### config.mk
export PLATFORM = sky130hd
export DESIGN_NAME = ftdi_row_parser_flat
export DESIGN_NICKNAME = d
export VERILOG_FILES = /design/src/rtl/ftdi_row_parser_if.sv /design/src/rtl/ftdi_row_parser.sv /design/src/flat_wrapper.sv
export SDC_FILE = /design/constraint.sdc
export NUM_CORES = 1
export LEC_CHECK = 0
export ABC_AREA = 1
export ABC_CLOCK_PERIOD_IN_PS = 3300
export BUFFER_PORTS_ARGS = -buffer_cell sky130_fd_sc_hd__buf_4
export CAP_MARGIN = 20
export CORE_ASPECT_RATIO = 0.6
export CORE_MARGIN = 3
export CORE_UTILIZATION = 55
export CTS_CLUSTER_DIAMETER = 150
export DETAILED_ROUTE_END_ITERATION = 8
export HOLD_SLACK_MARGIN = 0.1
export PLACE_DENSITY = 0.77
export SLEW_MARGIN = 40
export SYNTH_ARGS = -nofsm -noshare
export SYNTH_HDL_FRONTEND = slang
export SYNTH_SLANG_ARGS = --single-unit
### constraint.sdc
create_clock -name clk_60 -period 3.3 [get_ports clk_60]
set_clock_uncertainty 0.15 [all_clocks]
set_input_delay 0.165 -clock clk_60 [delete_from_list [all_inputs] [get_ports clk_60]]
set_output_delay 0.165 -clock clk_60 [all_outputs]
set_load 0.02 [all_outputs]
### src/rtl/ftdi_row_parser_if.sv
// Byte-stream in / pixel-write out bundle for the FTDI row parser.
// No latency of its own; signals pass straight through the modports.
// Byte side has no backpressure; the source drives, the parser always accepts.
interface ftdi_row_parser_if #(
    parameter int ADDR_W = 11
);
    logic [7:0]        byte_in;
    logic              byte_valid;
    logic              pix_we;
    logic [ADDR_W-1:0] pix_addr;
    logic [23:0]       pix_data;
    logic              row_done;
    logic              frame_done;
    logic [7:0]        err_cnt;

    // Byte source / pixel sink side
    modport master (
        output byte_in, byte_valid,
        input  pix_we, pix_addr, pix_data, row_done, frame_done, err_cnt
    );

    // Parser side
    modport slave (
        input  byte_in, byte_valid,
        output pix_we, pix_addr, pix_data, row_done, frame_done, err_cnt
    );
endinterface

### src/rtl/ftdi_row_parser.sv
// Parses A5/row/RGB... packets from the FTDI byte stream into pixel RAM writes.
// Latency: pixel write one clock after its B byte; row/frame_done with the last write.
// No backpressure: every valid byte is consumed; stalled packets abort on idle timeout.
module ftdi_row_parser #(
    parameter int COLS    = 64,
    parameter int ROWS    = 32,
    parameter int TIMEOUT = 4096,
    parameter int ADDR_W  = 11
) (
    input  logic                clk_60,
    input  logic                rst,
    ftdi_row_parser_if.slave    bus
);
    localparam int ROW_W  = $clog2(ROWS);
    localparam int COL_W  = $clog2(COLS);
    localparam int IDLE_W = $clog2(TIMEOUT);

    localparam logic [1:0] HUNT = 2'd0;
    localparam logic [1:0] ROW  = 2'd1;
    localparam logic [1:0] PIX  = 2'd2;

    localparam logic [7:0] SYNC = 8'hA5;

    logic [1:0]        state;
    logic [ROW_W-1:0]  row;
    logic [COL_W-1:0]  col;
    logic [1:0]        phase;
    logic [7:0]        red;
    logic [7:0]        green;
    logic [IDLE_W-1:0] idle;

    logic [ADDR_W-1:0] addr_calc;
    logic [7:0]        err_next;
    logic              last_col;
    logic              timed_out;

    // Address of the pixel currently being assembled, saturated error count,
    // and the end-of-row / idle-expiry conditions
    always_comb begin
        addr_calc = ADDR_W'(row) * ADDR_W'(COLS) + ADDR_W'(col);
        err_next  = (bus.err_cnt == 8'hFF) ? bus.err_cnt : bus.err_cnt + 8'd1;
        last_col  = (col == COL_W'(COLS - 1));
        timed_out = !bus.byte_valid && (idle == IDLE_W'(TIMEOUT - 1));
    end

    // Packet FSM, idle timer and registered pixel-write outputs
    always_ff @(posedge clk_60) begin
        if (rst) begin
            state          <= HUNT;
            row            <= '0;
            col            <= '0;
            phase          <= 2'd0;
            red            <= 8'd0;
            green          <= 8'd0;
            idle           <= '0;
            bus.pix_we     <= 1'b0;
            bus.pix_addr   <= '0;
            bus.pix_data   <= 24'd0;
            bus.row_done   <= 1'b0;
            bus.frame_done <= 1'b0;
            bus.err_cnt    <= 8'd0;
        end else begin
            bus.pix_we     <= 1'b0;
            bus.row_done   <= 1'b0;
            bus.frame_done <= 1'b0;

            case (state)
                HUNT: begin
                    // Waiting for sync never expires; junk is dropped without error
                    idle <= '0;
                    if (bus.byte_valid && bus.byte_in == SYNC) begin
                        state <= ROW;
                    end
                end

                ROW: begin
                    if (bus.byte_valid) begin
                        idle <= '0;
                        if (32'(bus.byte_in) < ROWS) begin
                            row   <= bus.byte_in[ROW_W-1:0];
                            col   <= '0;
                            phase <= 2'd0;
                            state <= PIX;
                        end else begin
                            bus.err_cnt <= err_next;
                            state       <= HUNT;
                        end
                    end else if (timed_out) begin
                        bus.err_cnt <= err_next;
                        idle        <= '0;
                        state       <= HUNT;
                    end else begin
                        idle <= idle + 1'b1;
                    end
                end

                PIX: begin
                    // 0xA5 is ordinary colour data here, never a resync
                    if (bus.byte_valid) begin
                        idle <= '0;
                        case (phase)
                            2'd0: begin
                                red   <= bus.byte_in;
                                phase <= 2'd1;
                            end
                            2'd1: begin
                                green <= bus.byte_in;
                                phase <= 2'd2;
                            end
                            default: begin
                                bus.pix_we   <= 1'b1;
                                bus.pix_addr <= addr_calc;
                                bus.pix_data <= {red, green, bus.byte_in};
                                phase        <= 2'd0;
                                if (last_col) begin
                                    bus.row_done   <= 1'b1;
                                    bus.frame_done <= (row == ROW_W'(ROWS - 1));
                                    state          <= HUNT;
                                end else begin
                                    col <= col + 1'b1;
                                end
                            end
                        endcase
                    end else if (timed_out) begin
                        // Pixels already written stay; the row is simply abandoned
                        bus.err_cnt <= err_next;
                        idle        <= '0;
                        state       <= HUNT;
                    end else begin
                        idle <= idle + 1'b1;
                    end
                end

                default: begin
                    state <= HUNT;
                    idle  <= '0;
                end
            endcase
        end
    end
endmodule
### src/flat_wrapper.sv
// flat-port wrapper written by rule: the top's interface ports become plain ports
module ftdi_row_parser_flat 
#(
    parameter int COLS    = 64,
    parameter int ROWS    = 32,
    parameter int TIMEOUT = 4096,
    parameter int ADDR_W  = 11
)
  (clk_60, rst, bus_byte_in, bus_byte_valid, bus_pix_we, bus_pix_addr, bus_pix_data, bus_row_done, bus_frame_done, bus_err_cnt);
  ftdi_row_parser_if #(.ADDR_W(ADDR_W)) bus_i ();
  input  logic clk_60;
  input  logic rst;
  input wire logic [$bits(bus_i.byte_in)-1:0] bus_byte_in;
  input wire logic [$bits(bus_i.byte_valid)-1:0] bus_byte_valid;
  output wire logic [$bits(bus_i.pix_we)-1:0] bus_pix_we;
  output wire logic [$bits(bus_i.pix_addr)-1:0] bus_pix_addr;
  output wire logic [$bits(bus_i.pix_data)-1:0] bus_pix_data;
  output wire logic [$bits(bus_i.row_done)-1:0] bus_row_done;
  output wire logic [$bits(bus_i.frame_done)-1:0] bus_frame_done;
  output wire logic [$bits(bus_i.err_cnt)-1:0] bus_err_cnt;
  assign bus_i.byte_in = bus_byte_in;
  assign bus_i.byte_valid = bus_byte_valid;
  assign bus_pix_we = bus_i.pix_we;
  assign bus_pix_addr = bus_i.pix_addr;
  assign bus_pix_data = bus_i.pix_data;
  assign bus_row_done = bus_i.row_done;
  assign bus_frame_done = bus_i.frame_done;
  assign bus_err_cnt = bus_i.err_cnt;
  ftdi_row_parser #(.COLS(COLS), .ROWS(ROWS), .TIMEOUT(TIMEOUT), .ADDR_W(ADDR_W)) u_core (.clk_60(clk_60), .rst(rst), .bus(bus_i));
endmodule
==> flow_summary.ini, run 1 <==
[outcome]
status = finished, final reports clean

[setup_path]
path_class = reg -> reg
critPathRequiredTime_ps = 3360
worstSetupPathDepth = 10
reg2reg_from = u_core.state[0]$_SDFFE_PP0P_
critPathMaxFanout = 10
slowest_delay_ps = 570
crit_slowest_cell = dlygate4sd3_1
critical_path.top_delay_family = buffers and inverters
rrSetupSlack_ps = 950
path_cells = inv_1 > ha_1 > inv_2 > nor2_2 > inv_2 > nor2_8 > nand2_4 > nand2_1 > a21oi_1 > dlygate4sd3_1
crit_path_start_kind = flip-flop
worstPathArrival_ps = 2420
r2r_end = u_core.green[2]$_SDFFE_PP0P_
r2r_cells = 10
crit_path_frequent_cell = inv_2
path_buf_inv = 4
crit_path_end_kind = flip-flop

[floorplanning]
coreArea_mm2 = 0.00641
fp-row-count = 22
dieArea_mm2 = 0.00799
initial_core_util = 0.594
die_width_um = 113
die_h_um = 70.5
ios = 57

[clocking]
post_cts_buffers = 0
cts.clk_slew.worst_paths_ps = 60
cts_inserted_buffers = 9
cts_htree_levels = 3
ctsResizeCount = 0
clock_latency_ps = 320
ctsLongestPathBuffers = 2
cts.sinks = 89
cts_tree = yes
cts_root_buf = clkbuf_16
postCtsHoldBufs = 11

[finish]
post_route_cells_drive_above_1_share = 0.185
antenna_cells = 0
final_nets = 580
area_growth_pct = 21.9

[routing]
via_count = 3374
drtPass1Iterations = 5
post_drt_wl_per_cell_um = 13.6
ant_nets = 0
vias_per_cell = 5.18
dr.first_iter.drc_count = 264
routed_wirelength_mm = 8.84
drcViolationCount = 0

[placement]
portBuffers = 56
gp_congestion = 0.836
dp_hpwl_mm = 6.16

[power_and_ir_drop]
ir_drop_mv = 0.388
finalPower_uw = 2110
power.density_mw_per_mm2 = 455
leakage_uw = 0.00205

[synthesis]
async_reset_ff_frac = 0
syn_area_mm2 = 0.00381
ys_seq_area_frac = 0.468
ys_seq_elements = 89
yosys_warnings = 0
synth_flop_cell = dfxtp_1
syn_inst = 501
synth_edf_count = 0
synth_cell_types = 32
synth_nets = 519
avgSynthCellArea_um2 = 7.60

[timing]
fin_crit_ps = 2350
rsz0062_at_grt = no
slew_violations = 0
fin_setup_tns_ps = 0
final-hold-violation-count = 0
finalCritPeriodShare = 0.714
slew_headroom = 0.646
setup-violations-final = 0
worst_pin_slew_ps = 529
max_freq_ghz = 0.425

[run]
cap_violations = 0

[grt]
antenna_found_initial = 0
met1_usage = 0.345
grt_max_degree = 51
use_met2 = 0.323
grtUsageTotal = 0.230
grt.overflow.total = 0
grt_pass1_wl_mm = 14.8
top_usage_layer = met1
grt_pass1_vias = 3035
use_met3 = 0.0615

[worst_hold_path]
hp-class = reg -> reg
min_from = u_core.idle[0]$_SDFF_PP0_
hold_end = u_core.idle[0]$_SDFF_PP0_
hold_depth = 1
-- sequential cells by signal, indices dropped and copies added (netlist names), 2 cells and up --
signal	count
u_core.bus.pix_addr	11
u_core.row	5
u_core.bus.pix_data	24
u_core.idle	12
u_core.red	8
u_core.col	6
u_core.phase	2
u_core.green	8
u_core.bus.err_cnt	8
u_core.state	2
-- where the power goes --
group / switching, uW / internal (uW)
sequential: 9.09 / 1080
clock: 392 / 525
combinational: 69.4 / 35.9
total: 471 / 1640
-- cell usage after synthesis (2+ instances only) --
master    count  share of area
a21oi_1      39          0.051
a221oi_2      2         0.0079
buf_1         2         0.0020
buf_2         4         0.0053
clkbuf_1     11          0.011
dfxtp_1      89           0.47
ha_1          7          0.023
inv_1        43          0.042
inv_2         8         0.0079
nand2_1      75          0.074
nand2_2       2         0.0033
nand2_4       5          0.015
nand3_1      28          0.037
nand3_2       2         0.0053
nand4_1      12          0.020
nor2_1       90          0.089
nor2_2        5         0.0082
nor2_4        2         0.0059
nor2_8        3          0.016
nor3_1        6         0.0079
nor3b_1       3         0.0059
o21ai_0      47          0.062
xnor2_1       3         0.0069
xor2_1        5          0.011
-- cell type report --
| cell class | count | area, um2 |
|---|---|---|
| Inverter | 52 | 196 |
| Clock buffer | 10 | 239 |
| Tap cell | 84 | 105 |
| Clock inverter | 6 | 33.8 |
| Sequential cell | 89 | 1780 |
| Timing Repair Buffer | 68 | 538 |
| Fill cell | 498 | 1770 |
| Multi-Input combinational cell | 342 | 1750 |
-- per-layer routing --
metal	part of all wire	routed length (um)	vias up
li1	-	-	1741
met1	0.51	4550	1525
met2	0.41	3660	99
met3	0.059	523	9
met4	0.012	106	0
met5	0	0	-
-- through the flow --
| stage | hold slack (ps) | util | area (um2) | setup slack, ps | cells |
|---|---|---|---|---|---|
| 2_1_floorplan | 150 | - | 3810 | 1600 | 501 |
| 3_3_place_gp | 278 | 0.665 | 4260 | 1250 | 624 |
| 3_5_place_dp | 305 | 0.665 | 4260 | 1170 | 624 |
| 4_1_cts | 314 | 0.724 | 4650 | 970 | 651 |
| 5_1_grt | 333 | 0.724 | 4650 | 811 | 651 |
| 6_report | 314 | 0.724 | 4650 | 945 | 651 |
-- layout by cell type (no fill, tap or decap), types with 6 or more instances in the layout --
| cell | instances |
|---|---|
| nand3_1 | 28 |
| inv_2 | 8 |
| ha_1 | 7 |
| clkinv_2 | 6 |
| dlygate4sd3_1 | 11 |
| nand2_1 | 75 |
| inv_1 | 43 |
| buf_4 | 57 |
| nor3_1 | 6 |
| nor2_1 | 90 |
| dfxtp_1 | 89 |
| a21oi_1 | 39 |
| o21ai_0 | 47 |
| clkbuf_16 | 9 |
| nand4_1 | 12 |
-- worst reg2reg max path: stages (launching register included) --
cell and delay [ps]:
dfxtp_1 340, inv_1 90, ha_1 310, inv_2 130, nor2_2 110, inv_2 100
nor2_8 190, nand2_4 120, nand2_1 80, a21oi_1 50, dlygate4sd3_1 570
-- logic make-up (layout without fill, tap and decap cells) --
| kind of cell | after synthesis | in the layout | synth area share |
|---|---|---|---|
| adder cells (fa/ha/maj) | 7 | 7 | 0.0230 |
| buffers and inverters | 70 | 136 | 0.0726 |
| flip-flops | 89 | 89 | 0.468 |
| AO/OA/AOI/OAI | 91 | 91 | 0.127 |
| XOR/XNOR | 8 | 8 | 0.0184 |
| AND/OR/NAND/NOR | 236 | 236 | 0.291 |
-- how the worst max path moves through the flow --
stage,from,end
3_3_place_gp,u_core.state[1]$_SDFFE_PP0P_,u_core.bus.pix_data[5]$_SDFFE_PP0P_
2_1_floorplan,u_core.state[0]$_SDFFE_PP0P_,u_core.bus.err_cnt[1]$_SDFFE_PP0P_
5_1_grt,u_core.state[1]$_SDFFE_PP0P_,u_core.green[2]$_SDFFE_PP0P_
6_report,u_core.state[0]$_SDFFE_PP0P_,u_core.green[2]$_SDFFE_PP0P_
3_5_place_dp,u_core.state[0]$_SDFFE_PP0P_,u_core.bus.pix_data[5]$_SDFFE_PP0P_
4_1_cts,u_core.state[0]$_SDFFE_PP0P_,u_core.green[2]$_SDFFE_PP0P_
Power figures use the tool's default switching activity.
==> run 2, diff against run 1 <==
--- a/config.mk
+++ b/config.mk
@@ -6,16 +6,16 @@
 export NUM_CORES = 1
 export LEC_CHECK = 0
 export ABC_AREA = 1
-export ABC_CLOCK_PERIOD_IN_PS = 3300
+export ABC_CLOCK_PERIOD_IN_PS = 1950
 export BUFFER_PORTS_ARGS = -buffer_cell sky130_fd_sc_hd__buf_4
 export CAP_MARGIN = 20
 export CORE_ASPECT_RATIO = 0.6
 export CORE_MARGIN = 3
-export CORE_UTILIZATION = 55
+export CORE_UTILIZATION = 51
 export CTS_CLUSTER_DIAMETER = 150
 export DETAILED_ROUTE_END_ITERATION = 8
 export HOLD_SLACK_MARGIN = 0.1
-export PLACE_DENSITY = 0.77
+export PLACE_DENSITY = 0.75
 export SLEW_MARGIN = 40
 export SYNTH_ARGS = -nofsm -noshare
 export SYNTH_HDL_FRONTEND = slang
==> constraint.sdc (replaced) <==
create_clock -name clk_60 -period 1.95 [get_ports clk_60]
set_clock_uncertainty 0.15 [all_clocks]
set_input_delay 0.0975 -clock clk_60 [delete_from_list [all_inputs] [get_ports clk_60]]
set_output_delay 0.0975 -clock clk_60 [all_outputs]
set_load 0.02 [all_outputs]
==> run 2 against run 1 <==
  * Non-clock buffer count increased by 9
  * Power increased by 81%
  * Clock power increased by 96%
  * Critical path type unchanged
  * Largest cell class unchanged
  * Largest power group unchanged
==> flow_summary.ini, run 2 (synthesized netlist as in run 1, its figures left out) <==
[setup_path]
critPathMaxFanout = 7
path_class = reg -> reg
worstSetupPathDepth = 8
critPathRequiredTime_ps = 2020
crit_path_start_kind = flip-flop
r2r_cells = 8
slowest_delay_ps = 390
path_buf_inv = 2
path_cells = ha_1 > inv_1 > nor2_1 > nand3_1 > nand3_2 > inv_2 > o21ai_0 > nor2_1
crit_path_end_kind = flip-flop
crit_slowest_cell = dfxtp_1
critical_path.top_delay_family = simple AND/OR/NAND/NOR gates
worstPathArrival_ps = 1870
crit_path_frequent_cell = nor2_1

[routing]
via_count = 3481
post_drt_wl_per_cell_um = 13.8
drcViolationCount = 0
drtPass1Iterations = 5
routed_wirelength_mm = 9.32
ant_nets = 0
dr.first_iter.drc_count = 287
vias_per_cell = 5.15

[floorplanning]
dieArea_mm2 = 0.00858
coreArea_mm2 = 0.00696
die_h_um = 73.0
die_width_um = 118
initial_core_util = 0.547
ios = 57
fp-row-count = 23

[clocking]
ctsLongestPathBuffers = 2
cts_inserted_buffers = 9
cts_htree_levels = 3
cts_tree = yes
cts.sinks = 89
cts.clk_slew.worst_paths_ps = 60
cts_root_buf = clkbuf_16
clock_latency_ps = 340

[timing]
fin_setup_tns_ps = 0
slew_headroom = 0.690
rsz0062_at_grt = no
worst_pin_slew_ps = 462
whs_ps = 301
finalCritPeriodShare = 0.922
setup-violations-final = 0
final-hold-violation-count = 0
slew_violations = 0
fin_crit_ps = 1800
finalWorstSetupSlack_ps = 153
max_freq_ghz = 0.556

[grt]
grt.overflow.total = 0
grtUsageTotal = 0.229
grt_max_degree = 51
grt_pass1_wl_mm = 15.7
grt_pass1_vias = 3207
antenna_found_initial = 0

[placement]
dp_hpwl_mm = 6.34
portBuffers = 56
place_ws_ps = 18.6
dpl-instance-area_mm2 = 0.00435
gp_congestion = 0.866

[power_and_ir_drop]
power.density_mw_per_mm2 = 798
leakage_uw = 0.00211
ir_drop_mv = 0.602

[finish]
post_route_cells_drive_above_1_share = 0.205
top_register = u_core.bus.pix_data
final_area_mm2 = 0.00479
top_regs = u_core.bus.pix_data x24, u_core.idle x12, u_core.bus.pix_addr x11
layout_common_cells = nor2_1 (90), dfxtp_1 (87), nand2_1 (75)
final_common_cell = nor2_1
area_growth_pct = 25.7
fillers = 592
antenna_cells = 0
final_nets = 589
largest_reg_flops = 24

[worst_hold_path]
hold_depth = 1
hp-class = reg -> reg

[outcome]
status = finished, final reports clean

[run]
cap_violations = 0
==> run 2: worst register-to-register path: cells and delay by family, from the launching register on <==
kind / cells / cell delay [ps]
buf+inv: 2 / 140
compound gates: 1 / 150
fa+ha+maj: 1 / 210
flops: 1 / 390
simple gates: 4 / 650
==> run 2: area by class of cell <==
class                      instances  area [um2]  share of cell area
clock buffer                      12         267              0.0556
clock inverter                     4        48.8              0.0102
inverter                          52         196              0.0410
multi-input combinational        342        1750               0.366
sequential                        89        1780               0.372
tap                              100         125              0.0261
timing repair buffer              77         616               0.128
==> run 2: repair_timing <==
| item | CTS | global route |
|---|---|---|
| hold endpoints to repair | 41 | 0 |
| resized for setup | 0 | 3 |
| setup buffers | 0 | 3 |
| setup endpoints to repair | 0 | 21 |
| hold buffers | 10 | 0 |
==> run 2: path summary, 6_finish.rpt <==
check        slack, ps                         end                        from
max                150  u_core.col[1]$_SDFFE_PP0P_  u_core.col[1]$_SDFFE_PP0P_
min                300   u_core.idle[0]$_SDFF_PP0_   u_core.idle[0]$_SDFF_PP0_
max reg2reg        150  u_core.col[1]$_SDFFE_PP0P_  u_core.col[1]$_SDFFE_PP0P_
min reg2reg        300   u_core.idle[0]$_SDFF_PP0_   u_core.idle[0]$_SDFF_PP0_
==> run 2: per-layer routing <==
layer | part of all wire | global-route usage
met2 | 0.42 | 0.338
met1 | 0.50 | 0.310
met3 | 0.067 | 0.0837
met4 | 0.019 | 0.0896
met5 | 0 | 0
==> run 2: report_power, final <==
part / leakage (uW) / internal (uW) / total, uW / switching, uW
registers: 0.000718 / 1830 / 1840 / 13.0
clock network: 0.000159 / 1100 / 1800 / 700
logic: 0.00123 / 65.3 / 185 / 119
==> run 2: through the flow <==
stage	utilization	instances	power, uW
6_report	0.688	676	3830
5_1_grt	0.688	676	3960
4_1_cts	0.684	673	3860
3_5_place_dp	0.624	647	2050
3_3_place_gp	0.624	647	2040
2_1_floorplan	-	501	1990
==> run 3, diff against run 2 <==
--- a/config.mk
+++ b/config.mk
@@ -5,13 +5,12 @@
 export SDC_FILE = /design/constraint.sdc
 export NUM_CORES = 1
 export LEC_CHECK = 0
-export ABC_AREA = 1
 export ABC_CLOCK_PERIOD_IN_PS = 1950
 export BUFFER_PORTS_ARGS = -buffer_cell sky130_fd_sc_hd__buf_4
 export CAP_MARGIN = 20
 export CORE_ASPECT_RATIO = 0.6
 export CORE_MARGIN = 3
-export CORE_UTILIZATION = 51
+export CORE_UTILIZATION = 50
 export CTS_CLUSTER_DIAMETER = 150
 export DETAILED_ROUTE_END_ITERATION = 8
 export HOLD_SLACK_MARGIN = 0.1
==> run 3 against run 2 <==
  * The flow now finishes with violations (setup timing)
  * Critical endpoint is now u_core.bus.err_cnt[0]$_SDFFE_PP0P_
  * Clock power fell by 4%
  * Maximum frequency shrank 15%
  * Non-clock buffer count rose by 26
  * Final area increased by 2.7%
  * Routed wire length down 0.46%
  * Global-route usage decreased by 0.17 points
==> flow_summary.ini, run 3 <==
[floorplanning]
ios = 57
fp-row-count = 23
die_h_um = 71.9
dieArea_mm2 = 0.00833
die_width_um = 116
initial_core_util = 0.529
coreArea_mm2 = 0.00685

[routing]
post_drt_wl_per_cell_um = 14.8
drcViolationCount = 0
routed_wirelength_mm = 9.27
via_count = 3454
drtPass1Iterations = 5
dr.first_iter.drc_count = 342
vias_per_cell = 5.50
ant_nets = 0

[synthesis]
ys_seq_area_frac = 0.492
synth_area_leaders = dfxtp_1 (49%), nand2_1 (13%), a21oi_1 (8.4%)
ys_seq_elements = 89
post-synth-top-count-cell = nand2_1
syn_inst = 447
yosys.area.top_type = dfxtp_1
yosys_warnings = 0
avgSynthCellArea_um2 = 8.10
synth_top_area_frac = 0.492
synth_nets = 465
synth_edf_count = 0
syn_area_mm2 = 0.00362
ys_top_cells_by_count = nand2_1 (129), dfxtp_1 (89), a21oi_1 (61)
async_reset_ff_frac = 0
synth_cell_types = 43
synth_flop_cell = dfxtp_1

[outcome]
status = finished, violations left
violations = setup timing

[setup_path]
crit_path_start_kind = flip-flop
path_class = reg -> reg
worstPathArrival_ps = 2190
crit_path_end_kind = flip-flop
critPathRequiredTime_ps = 2030
critPathMaxFanout = 7

[clocking]
cts_tree = yes
clock_latency_ps = 340
cts_root_buf = clkbuf_16
ctsLongestPathBuffers = 2
cts_inserted_buffers = 9
cts.clk_slew.worst_paths_ps = 60
cts_htree_levels = 3
cts.sinks = 89

[timing]
finalWorstSetupSlack_ps = -160
slew_violations = 0
fin_crit_ps = 2110
fin_setup_tns_ps = -786
worst_pin_slew_ps = 567
slew_headroom = 0.620
finalCritPeriodShare = 1.08
max_freq_ghz = 0.474
whs_ps = 47.3
final-hold-violation-count = 0
rsz0062_at_grt = yes
setup-violations-final = 9

[finish]
final_nets = 555
multiInputGateArea_mm2 = 0.00186
post_route_cells_drive_above_1_share = 0.238
layout_common_cells = nand2_1 (129), buf_4 (90), dfxtp_1 (87)
antenna_cells = 0
largest_reg_flops = 24
final_common_cell = nand2_1
area_growth_pct = 35.9
final_area_mm2 = 0.00492
regArea_mm2 = 0.00178
top_register = u_core.bus.pix_data
fillers = 517
fin_cells = 628
top_regs = u_core.bus.pix_data x24, u_core.idle x12, u_core.bus.pix_addr x11

[placement]
place_inst = 600
place_ws_ps = -148
dp_hpwl_mm = 6.25
portBuffers = 56
dpl-instance-area_mm2 = 0.00438
gp_congestion = 0.844

[power_and_ir_drop]
leakage_uw = 0.00184
ir_drop_mv = 0.484
power.density_mw_per_mm2 = 742

[grt]
grtUsageTotal = 0.228
grt_pass1_vias = 3099
antenna_found_initial = 0
grt.overflow.total = 0
grt_max_degree = 44
grt_pass1_wl_mm = 15.0

[run]
cap_violations = 0

[worst_hold_path]
hp-class = in -> reg
## run 3: cell types whose count changed in the layout (fill, tap and decap cells not counted), sizes merged, moves of 4 or more
| cell | before | now |
|---|---|---|
| a211oi | 1 | 5 |
| a21oi | 40 | 61 |
| and3 | 0 | 5 |
| buf | 67 | 93 |
| inv | 52 | 9 |
| nand2 | 82 | 129 |
| nand3 | 30 | 13 |
| nand4 | 12 | 3 |
| nor2 | 100 | 31 |
| nor2b | 1 | 7 |
| nor4 | 1 | 5 |
| o21ai | 47 | 5 |
| xnor2 | 3 | 8 |
## run 3: repair_timing
item	CTS	global route
resized for setup	8	11
endpoints found under the hold margin	42	8
hold buffers	8	2
setup endpoints to repair	15	37
buffers inserted	3	0
pin swaps	2	1
## run 3: area by class of cell
cell class | instances | share of cell area
clock buffers | 13 | 0.0529
clock inverters | 2 | 0.00763
inverters | 9 | 0.00686
multi-input cells | 325 | 0.378
flip-flops and latches | 89 | 0.363
well taps | 87 | 0.0221
repair buffers | 103 | 0.170
## run 3: per-layer routing
| layer | part of all wire | track usage |
|---|---|---|
| met2 | 0.43 | 0.321 |
| met4 | 0.012 | 0.0798 |
| met1 | 0.47 | 0.333 |
| met3 | 0.087 | 0.0667 |
| met5 | 0 | 0 |
## run 3: kinds of logic after synthesis
group           synth area share
simple gates               0.265
flops                      0.492
compound gates             0.133
buf+inv                   0.0363
xor+xnor                  0.0339
fa+ha+maj                 0.0242
mux                       0.0149
## run 3: worst paths after layout
check / endpoint / slack [ps] / depth (start not counted) / start
worst min register to register: u_core.bus.pix_data[11]$_SDFFE_PP0P_ / 300 / 2 / u_core.green[3]$_SDFFE_PP0P_
worst max-delay path: u_core.bus.err_cnt[0]$_SDFFE_PP0P_ / -160 / 7 / u_core.idle[1]$_SDFF_PP0_
worst min-delay path: u_core.state[0]$_SDFFE_PP0P_ / 50 / 5 / bus_byte_in[3]
worst max register to register: u_core.bus.err_cnt[0]$_SDFFE_PP0P_ / -160 / 7 / u_core.idle[1]$_SDFF_PP0_
## run 3: power breakdown
| part | total (uW) | switching (uW) | internal [uW] |
|---|---|---|---|
| combinational | 116 | 71.8 | 43.8 |
| clock | 1720 | 660 | 1060 |
| sequential | 1820 | 0.111 | 1820 |
## run 3: worst max-delay path, stage by stage (launching register included)
cell and delay [ps]:
dfxtp_2 350, ha_4 150, nand3_4 70, or2_4 240
o41a_4 430, buf_12 160, nor3_4 140, mux2_4 310
## run 3: stage by stage
stage	utilization	power, uW
after CTS	0.707	3680
final	0.718	3650
after global placement	0.640	1940
after global routing	0.718	3750
after floorplan	-	1900
after detailed placement	0.640	1940
